**config.mk**
```make
export PLATFORM = sky130hd
export DESIGN_NAME = majority_vote_filter
export DESIGN_NICKNAME = d
export VERILOG_FILES = /design/src/rtl/voter_pkg.sv /design/src/rtl/vote_popcount.sv /design/src/rtl/majority_vote_filter.sv
export SDC_FILE = /design/constraint.sdc
export NUM_CORES = 1
export LEC_CHECK = 0
export CAP_MARGIN = 25
export CORE_MARGIN = 3
export CORE_UTILIZATION = 45
export CTS_CLUSTER_SIZE = 8
export DETAILED_ROUTE_END_ITERATION = 10
export HOLD_SLACK_MARGIN = 0.1
export PLACE_DENSITY_LB_ADDON = 0.2
export SYNTH_ARGS = -nofsm -noshare
export SYNTH_HDL_FRONTEND = slang
export SYNTH_SLANG_ARGS = --single-unit
export TNS_END_PERCENT = 100
```
**constraint.sdc**
```tcl
create_clock -name clk -period 2.9 [get_ports clk]
set_input_delay 0.58 -clock clk [delete_from_list [all_inputs] [get_ports clk]]
set_output_delay 0.58 -clock clk [all_outputs]
set_load 0.02 [all_outputs]
```
**src/rtl/voter_pkg.sv**
```systemverilog
// Shared types and width helpers for the majority vote filter.
package voter_pkg;

  typedef enum logic [1:0] {S_INIT, S_STABLE, S_PEND} state_t;

  localparam int DEF_N_VOTERS   = 5;
  localparam int DEF_STABLE_CNT = 4;
  localparam int DEF_FAULT_LIMIT = 8;

  // Ceiling log2; clog2(1) = 0.
  function automatic int clog2(input int value);
    int res;
    int x;
    res = 0;
    x = value - 1;
    while (x > 0) begin
      res = res + 1;
      x = x >> 1;
    end
    return res;
  endfunction

  // Bits needed to hold 0..max_value, never less than one.
  function automatic int cnt_width(input int max_value);
    int w;
    w = clog2(max_value + 1);
    return (w < 1) ? 1 : w;
  endfunction

  localparam int DEF_ONES_W = cnt_width(DEF_N_VOTERS);

endpackage

```
**src/rtl/vote_popcount.sv**
```systemverilog
// Combinational ones counter over the voter inputs.
module vote_popcount #(
  parameter int N = 5,
  parameter int W = voter_pkg::cnt_width(N)
) (
  input  logic [N-1:0] bits,
  output logic [W-1:0] count
);

  always_comb begin
    count = '0;
    for (int i = 0; i < N; i++) begin
      count = count + W'(bits[i]);
    end
  end

endmodule

```
**src/rtl/majority_vote_filter.sv**
```systemverilog
// Registered N-of-M voter with consecutive-sample debounce and sticky per-voter fault flags.
module majority_vote_filter
  import voter_pkg::*;
#(
  parameter int N_VOTERS    = DEF_N_VOTERS,
  parameter int THRESHOLD   = (N_VOTERS + 1) / 2,
  parameter int STABLE_CNT  = DEF_STABLE_CNT,
  parameter int FAULT_LIMIT = DEF_FAULT_LIMIT,
  localparam int CW = cnt_width(N_VOTERS)
) (
  input  logic                clk,
  input  logic                rst_n,
  input  logic                in_valid,
  input  logic [N_VOTERS-1:0] votes,
  input  logic                clear_faults,
  output logic                out_valid,
  output logic                vote_raw,
  output logic [CW-1:0]       ones_cnt,
  output logic                unanimous,
  output logic                vote_out,
  output logic [N_VOTERS-1:0] fault
);

  localparam int DW = cnt_width(STABLE_CNT);
  localparam int MW = cnt_width(FAULT_LIMIT);
  localparam logic [CW-1:0] THR      = CW'(THRESHOLD);
  localparam logic [CW-1:0] ALL_ONES = CW'(N_VOTERS);
  localparam logic [DW-1:0] D_LAST   = DW'(STABLE_CNT - 1);
  localparam logic [MW-1:0] M_LIM    = MW'(FAULT_LIMIT);
  localparam logic [MW-1:0] M_PRE    = MW'(FAULT_LIMIT - 1);

  logic [CW-1:0] ones_w;
  logic          raw_w;
  logic          unan_w;

  vote_popcount #(.N(N_VOTERS), .W(CW)) u_popcount (
    .bits  (votes),
    .count (ones_w)
  );

  assign raw_w  = (ones_w >= THR);
  assign unan_w = (ones_w == '0) || (ones_w == ALL_ONES);

  state_t        state_q;
  logic [DW-1:0] dcnt_q;
  logic          out_valid_q, vote_raw_q, unan_q, vote_out_q;
  logic [CW-1:0] ones_q;

  always_ff @(posedge clk or negedge rst_n) begin
    if (!rst_n) begin
      state_q     <= S_INIT;
      dcnt_q      <= '0;
      out_valid_q <= 1'b0;
      vote_raw_q  <= 1'b0;
      ones_q      <= '0;
      unan_q      <= 1'b0;
      vote_out_q  <= 1'b0;
    end else begin
      out_valid_q <= in_valid;
      if (in_valid) begin
        vote_raw_q <= raw_w;
        ones_q     <= ones_w;
        unan_q     <= unan_w;
        case (state_q)
          S_INIT: begin
            vote_out_q <= raw_w;
            dcnt_q     <= '0;
            state_q    <= S_STABLE;
          end
          S_STABLE: begin
            if (raw_w != vote_out_q) begin
              dcnt_q <= DW'(1);
              // A one-sample debounce flips straight away without visiting S_PEND.
              if (STABLE_CNT == 1) vote_out_q <= raw_w;
              else                 state_q    <= S_PEND;
            end
          end
          S_PEND: begin
            if (raw_w == vote_out_q) begin
              dcnt_q  <= '0;
              state_q <= S_STABLE;
            end else if (dcnt_q == D_LAST) begin
              vote_out_q <= raw_w;
              dcnt_q     <= '0;
              state_q    <= S_STABLE;
            end else begin
              dcnt_q <= dcnt_q + DW'(1);
            end
          end
          default: state_q <= S_INIT;
        endcase
      end
    end
  end

  // Each voter is judged against the raw vote of the same sample, not the debounced output.
  logic [MW-1:0]       mcnt_q [N_VOTERS];
  logic [MW-1:0]       mcnt_d [N_VOTERS];
  logic [N_VOTERS-1:0] fault_q, fault_d, mis_w;

  for (genvar gi = 0; gi < N_VOTERS; gi++) begin : g_voter
    assign mis_w[gi]   = votes[gi] ^ raw_w;
    assign mcnt_d[gi]  = clear_faults            ? '0 :
                         !in_valid               ? mcnt_q[gi] :
                         !mis_w[gi]              ? '0 :
                         (mcnt_q[gi] == M_LIM)   ? mcnt_q[gi] :
                                                   mcnt_q[gi] + MW'(1);
    assign fault_d[gi] = clear_faults ? 1'b0 :
                         fault_q[gi] | (in_valid & mis_w[gi] & (mcnt_q[gi] == M_PRE));
  end

  always_ff @(posedge clk or negedge rst_n) begin
    if (!rst_n) begin
      fault_q <= '0;
      for (int i = 0; i < N_VOTERS; i++) mcnt_q[i] <= '0;
    end else begin
      fault_q <= fault_d;
      for (int i = 0; i < N_VOTERS; i++) mcnt_q[i] <= mcnt_d[i];
    end
  end

  assign out_valid = out_valid_q;
  assign vote_raw  = vote_raw_q;
  assign ones_cnt  = ones_q;
  assign unanimous = unan_q;
  assign vote_out  = vote_out_q;
  assign fault     = fault_q;

endmodule

```
==> flow_summary.ini, run 1 <==
[setup_path]
required_ns = 3.11
crit_path_start_kind = primary input
crit_chain = buf_8 -> ha_4 -> inv_2 -> fa_1 -> inv_1 -> ha_2 -> fa_2 -> a21oi_4 -> buf_12 -> xor2_4 -> mux2i_1 -> mux2i_1
crit_fanout = 4
crit_top_cell = sky130_fd_sc_hd__mux2i_1
worst_r2r_startpoint = state_q[0]
setup.reg_to_reg.worst_slack_ns = 1.40
critical_path_class = in -> reg
cell_with_the_biggest_individual_delay_on_the_critical_path = sky130_fd_sc_hd__fa_1
worst-endpoint-arrival_ns = 3.05
timing.rr.end = state_q[1]
cp-end-kind = flip-flop
worst_path_largest_cell_delay_ns = 0.47
rr_worst_depth = 6

[sta]
maxSlewHeadroom_pct = 42.5
hold_viol = 0
fmaxAchievable_mhz = 352
clock_skew_ns = 0.00475
postLayoutSetupSlackWorst_ns = 0.0583
report.final.slew_viol_count = 0
transition_time_at_the_pin_with_the_least_slew_margin_ns = 0.862
setup-violations-final = 0
final.hold.worst_slack_ns = 0.405
final_min_period_over_clock_period_pct = 98.0
grt_setup_unrepaired = true
post-route-min-period_ns = 2.84

[route]
number_of_iterations_in_the_first_detailed_routing_pass = 5
drt_drc_violations_left = 0
routed_via_density = 5.22
vias = 1828
routed_wirelength_mm = 4.54
wire_per_inst_um = 13.0
first_iter_violations = 84
ant_nets = 0

[final_layout]
mostFrequentLayoutCell = sky130_fd_sc_hd__dfrtp_1
ratio_of_cells_with_drive_above_1_in_the_final_layout_pct = 17.7
final-seq-area_sq_um = 926
final_net_count = 310
final_area_sq_um = 2960
layout.cells.most_common_list = sky130_fd_sc_hd__dfrtp_1 (37), sky130_fd_sc_hd__inv_1 (19), sky130_fd_sc_hd__nor2_1 (16)
antennaDiodeCount = 0
area_delta_synth_final_pct = 27.6
final.fill_count = 416
multi_input_comb_area_sq_um = 1380

[placed_design]
place.port_buffers = 20
place_area_sq_um = 2720
place.detailed.hpwl_mm = 2.99
placement.setup.worst_slack_ns = -0.798
gp_congestion = 0.796

[synth]
synth.yosys.seq_area_share_pct = 39.9
synth_top_area_share_pct = 39.9
top_area_cells_in_the_synthesized_netlist = sky130_fd_sc_hd__dfrtp_1 (40%), sky130_fd_sc_hd__ha_1 (9.2%), sky130_fd_sc_hd__nor2b_1 (3.8%)
synth-simple-area-share_pct = 24.2
post-synth-top-area-cell = sky130_fd_sc_hd__dfrtp_1
postSynthAreaPerCell_sq_um = 9.39
ys.warnings.count = 0
synth_fp_nets = 275
synth_cell_types = 35
synth_seq_cells = 37
synth_cells = 247
synth_adder_area_share_pct = 10.9
synth-xor-area-share_pct = 5.34
synth_compound_gate_area_share_pct = 11.8
synth_top_family_by_area = simple AND/OR/NAND/NOR gates
post_synth_design_cell_area_sq_um = 2320
synth_mux_area_share_pct = 2.81

[pwr]
power.leakage_nw = 1.29
cellPowerDensity_nw_per_um2 = 610
power.share.sequential_pct = 35.2
clock_power_share_pct = 25.5
cellInternalPower_w = 0.00121
power.share.combinational_pct = 39.3
finalPower_w = 0.00181
netSwitchingPower_w = 0.000599
power.ir.vdd_worst_v = 0.000438
netSwitchingFraction_pct = 33.2

[cts]
h-tree-depth = 2
cts_tree = done
clkSlewWorstSetupHoldPaths_ns = 0.07
clock_latency_ns = 0.28
number_of_buffers_inserted_by_hold_repair_at_cts = 0
clockBufferDepth = 2
cts_num_sinks = 37
clk_root_buffer_cell = sky130_fd_sc_hd__clkbuf_8
tritoncts.num_buffers = 5

[floorplanning]
fp.coreArea_sq_um = 4850
fp.dieH_um = 77.8
die_width_um = 77.8
ios = 21
placementRows = 25
floorplan.initialDensity_pct = 47.8
die-area_sq_um = 6050

[run_status]
status = complete, no violations

[global_routing]
grt_pass1_wl_mm = 7.98
groute.usage.overall_pct = 16.4
via_count_of_the_first_global_routing_pass = 1778
grt_antenna_before_repair = 0
grt_remaining_overflow = 0
largest_net_degree_at_the_start_of_global_routing = 55

[flow_run]
maxCapViolCount = 0

[min_path]
worstHoldPathType = in -> async
==> worst max path at each step <==
stage,startpoint,to
final,votes[1],state_q[0]
after floorplan,votes[1],dcnt_q[0]
after global placement,votes[0],dcnt_q[0]
after CTS,votes[0],fault[4]
after detailed placement,votes[0],dcnt_q[1]
after global routing,votes[1],state_q[0]
==> stage by stage <==
step / TNS, ns / instances / utilization [%]
after floorplan: -1.64 / 247 / -
after global placement: -19.01 / 341 / 56.1
after detailed placement: -21.11 / 341 / 56.1
after CTS: -0.00341 / 350 / 59.1
after global routing: -0.108 / 350 / 61.0
final: 0 / 350 / 61.0
==> cell usage after synthesis <==
cell type	count
sky130_fd_sc_hd__nor4_1	1
sky130_fd_sc_hd__mux2i_1	2
sky130_fd_sc_hd__nor2_1	16
sky130_fd_sc_hd__a21oi_4	1
sky130_fd_sc_hd__ha_1	17
sky130_fd_sc_hd__o21ai_0	7
sky130_fd_sc_hd__xor2_4	1
sky130_fd_sc_hd__or3_1	1
sky130_fd_sc_hd__nor3_1	5
sky130_fd_sc_hd__o21bai_1	1
sky130_fd_sc_hd__o2bb2ai_1	2
sky130_fd_sc_hd__nand3_1	13
sky130_fd_sc_hd__and3_1	2
sky130_fd_sc_hd__a21oi_1	13
sky130_fd_sc_hd__a41oi_1	2
sky130_fd_sc_hd__xor2_1	1
sky130_fd_sc_hd__nand4_1	7
sky130_fd_sc_hd__fa_1	2
sky130_fd_sc_hd__o21a_1	2
sky130_fd_sc_hd__o2bb2a_1	1
sky130_fd_sc_hd__and4b_1	6
sky130_fd_sc_hd__nand3b_1	9
sky130_fd_sc_hd__nand2_1	14
sky130_fd_sc_hd__dfrtp_1	37
sky130_fd_sc_hd__nand2b_1	12
sky130_fd_sc_hd__inv_1	21
sky130_fd_sc_hd__buf_2	2
sky130_fd_sc_hd__o31ai_1	1
sky130_fd_sc_hd__a31oi_1	12
sky130_fd_sc_hd__xnor2_1	10
sky130_fd_sc_hd__mux2_2	4
sky130_fd_sc_hd__nor2b_1	14
sky130_fd_sc_hd__clkbuf_1	6
sky130_fd_sc_hd__a21o_1	1
sky130_fd_sc_hd__buf_1	1
==> layer usage <==
metal	track usage [%]	part of all wire, %	routed length [um]
met1	21.2	49	2220
met2	26.3	46	2080
met3	3.83	3.2	144
met4	6.76	2.1	96
met5	0	0	0
==> critical path, delay by kind of cell <==
kind / cells / cell delay, ns
multiplexers: 2 / 0.43
buffers and inverters: 4 / 0.32
AO/OA/AOI/OAI: 1 / 0.19
adder cells (fa/ha/maj): 4 / 1.35
XOR/XNOR: 1 / 0.18
==> what timing repair did <==
| item | CTS | global route |
|---|---|---|
| setup buffers | 2 | 1 |
| gates resized for setup | 19 | 16 |
| pin swaps | 3 | 11 |
| setup endpoints to repair | 31 | 26 |
==> cell families (layout without fill, tap and decap cells) <==
group                      Yosys count  in the layout
buffers and inverters               30             66
and+or+nand+nor                    100            100
muxes                                6              6
adders and majority gates           19             19
xor gates and xnor gates            12             12
AOI/OAI and AO/OA                   43             43
DFF                                 37             37
==> power by group through the flow <==
stage / clock network (W) / logic, W / registers, W
after global placement: 0 / 0.000631 / 0.000645
final: 0.000460 / 0.000709 / 0.000636
after CTS: 0.000475 / 0.000666 / 0.000637
after global routing: 0.000490 / 0.000785 / 0.000647
after detailed placement: 0 / 0.000640 / 0.000643
after floorplan: 0 / 0.000358 / 0.000666
==> final cells by class <==
cell class | count | area share [%]
multi-input cells | 180 | 46.8
flip-flops and latches | 37 | 31.3
repair buffers | 37 | 12.5
clock buffers | 7 | 2.92
well taps | 67 | 2.83
inverters | 21 | 2.66
clock inverters | 1 | 1.01
==> registers in the layout, summed over array words and instances (netlist names) <==
name       count
mcnt_q        20
fault          5
dcnt_q         3
ones_cnt       3
state_q        2
out_valid      1
unanimous      1
vote_out       1
vote_raw       1
Note: power is estimated with default switching activity, not from simulation.
==> inputs of run 2 (changes only) <==
CTS_CLUSTER_DIAMETER = 40   (was default)
==> results of run 2 <==
No change in the layout: final DEF, timing and power equal those of run 1.
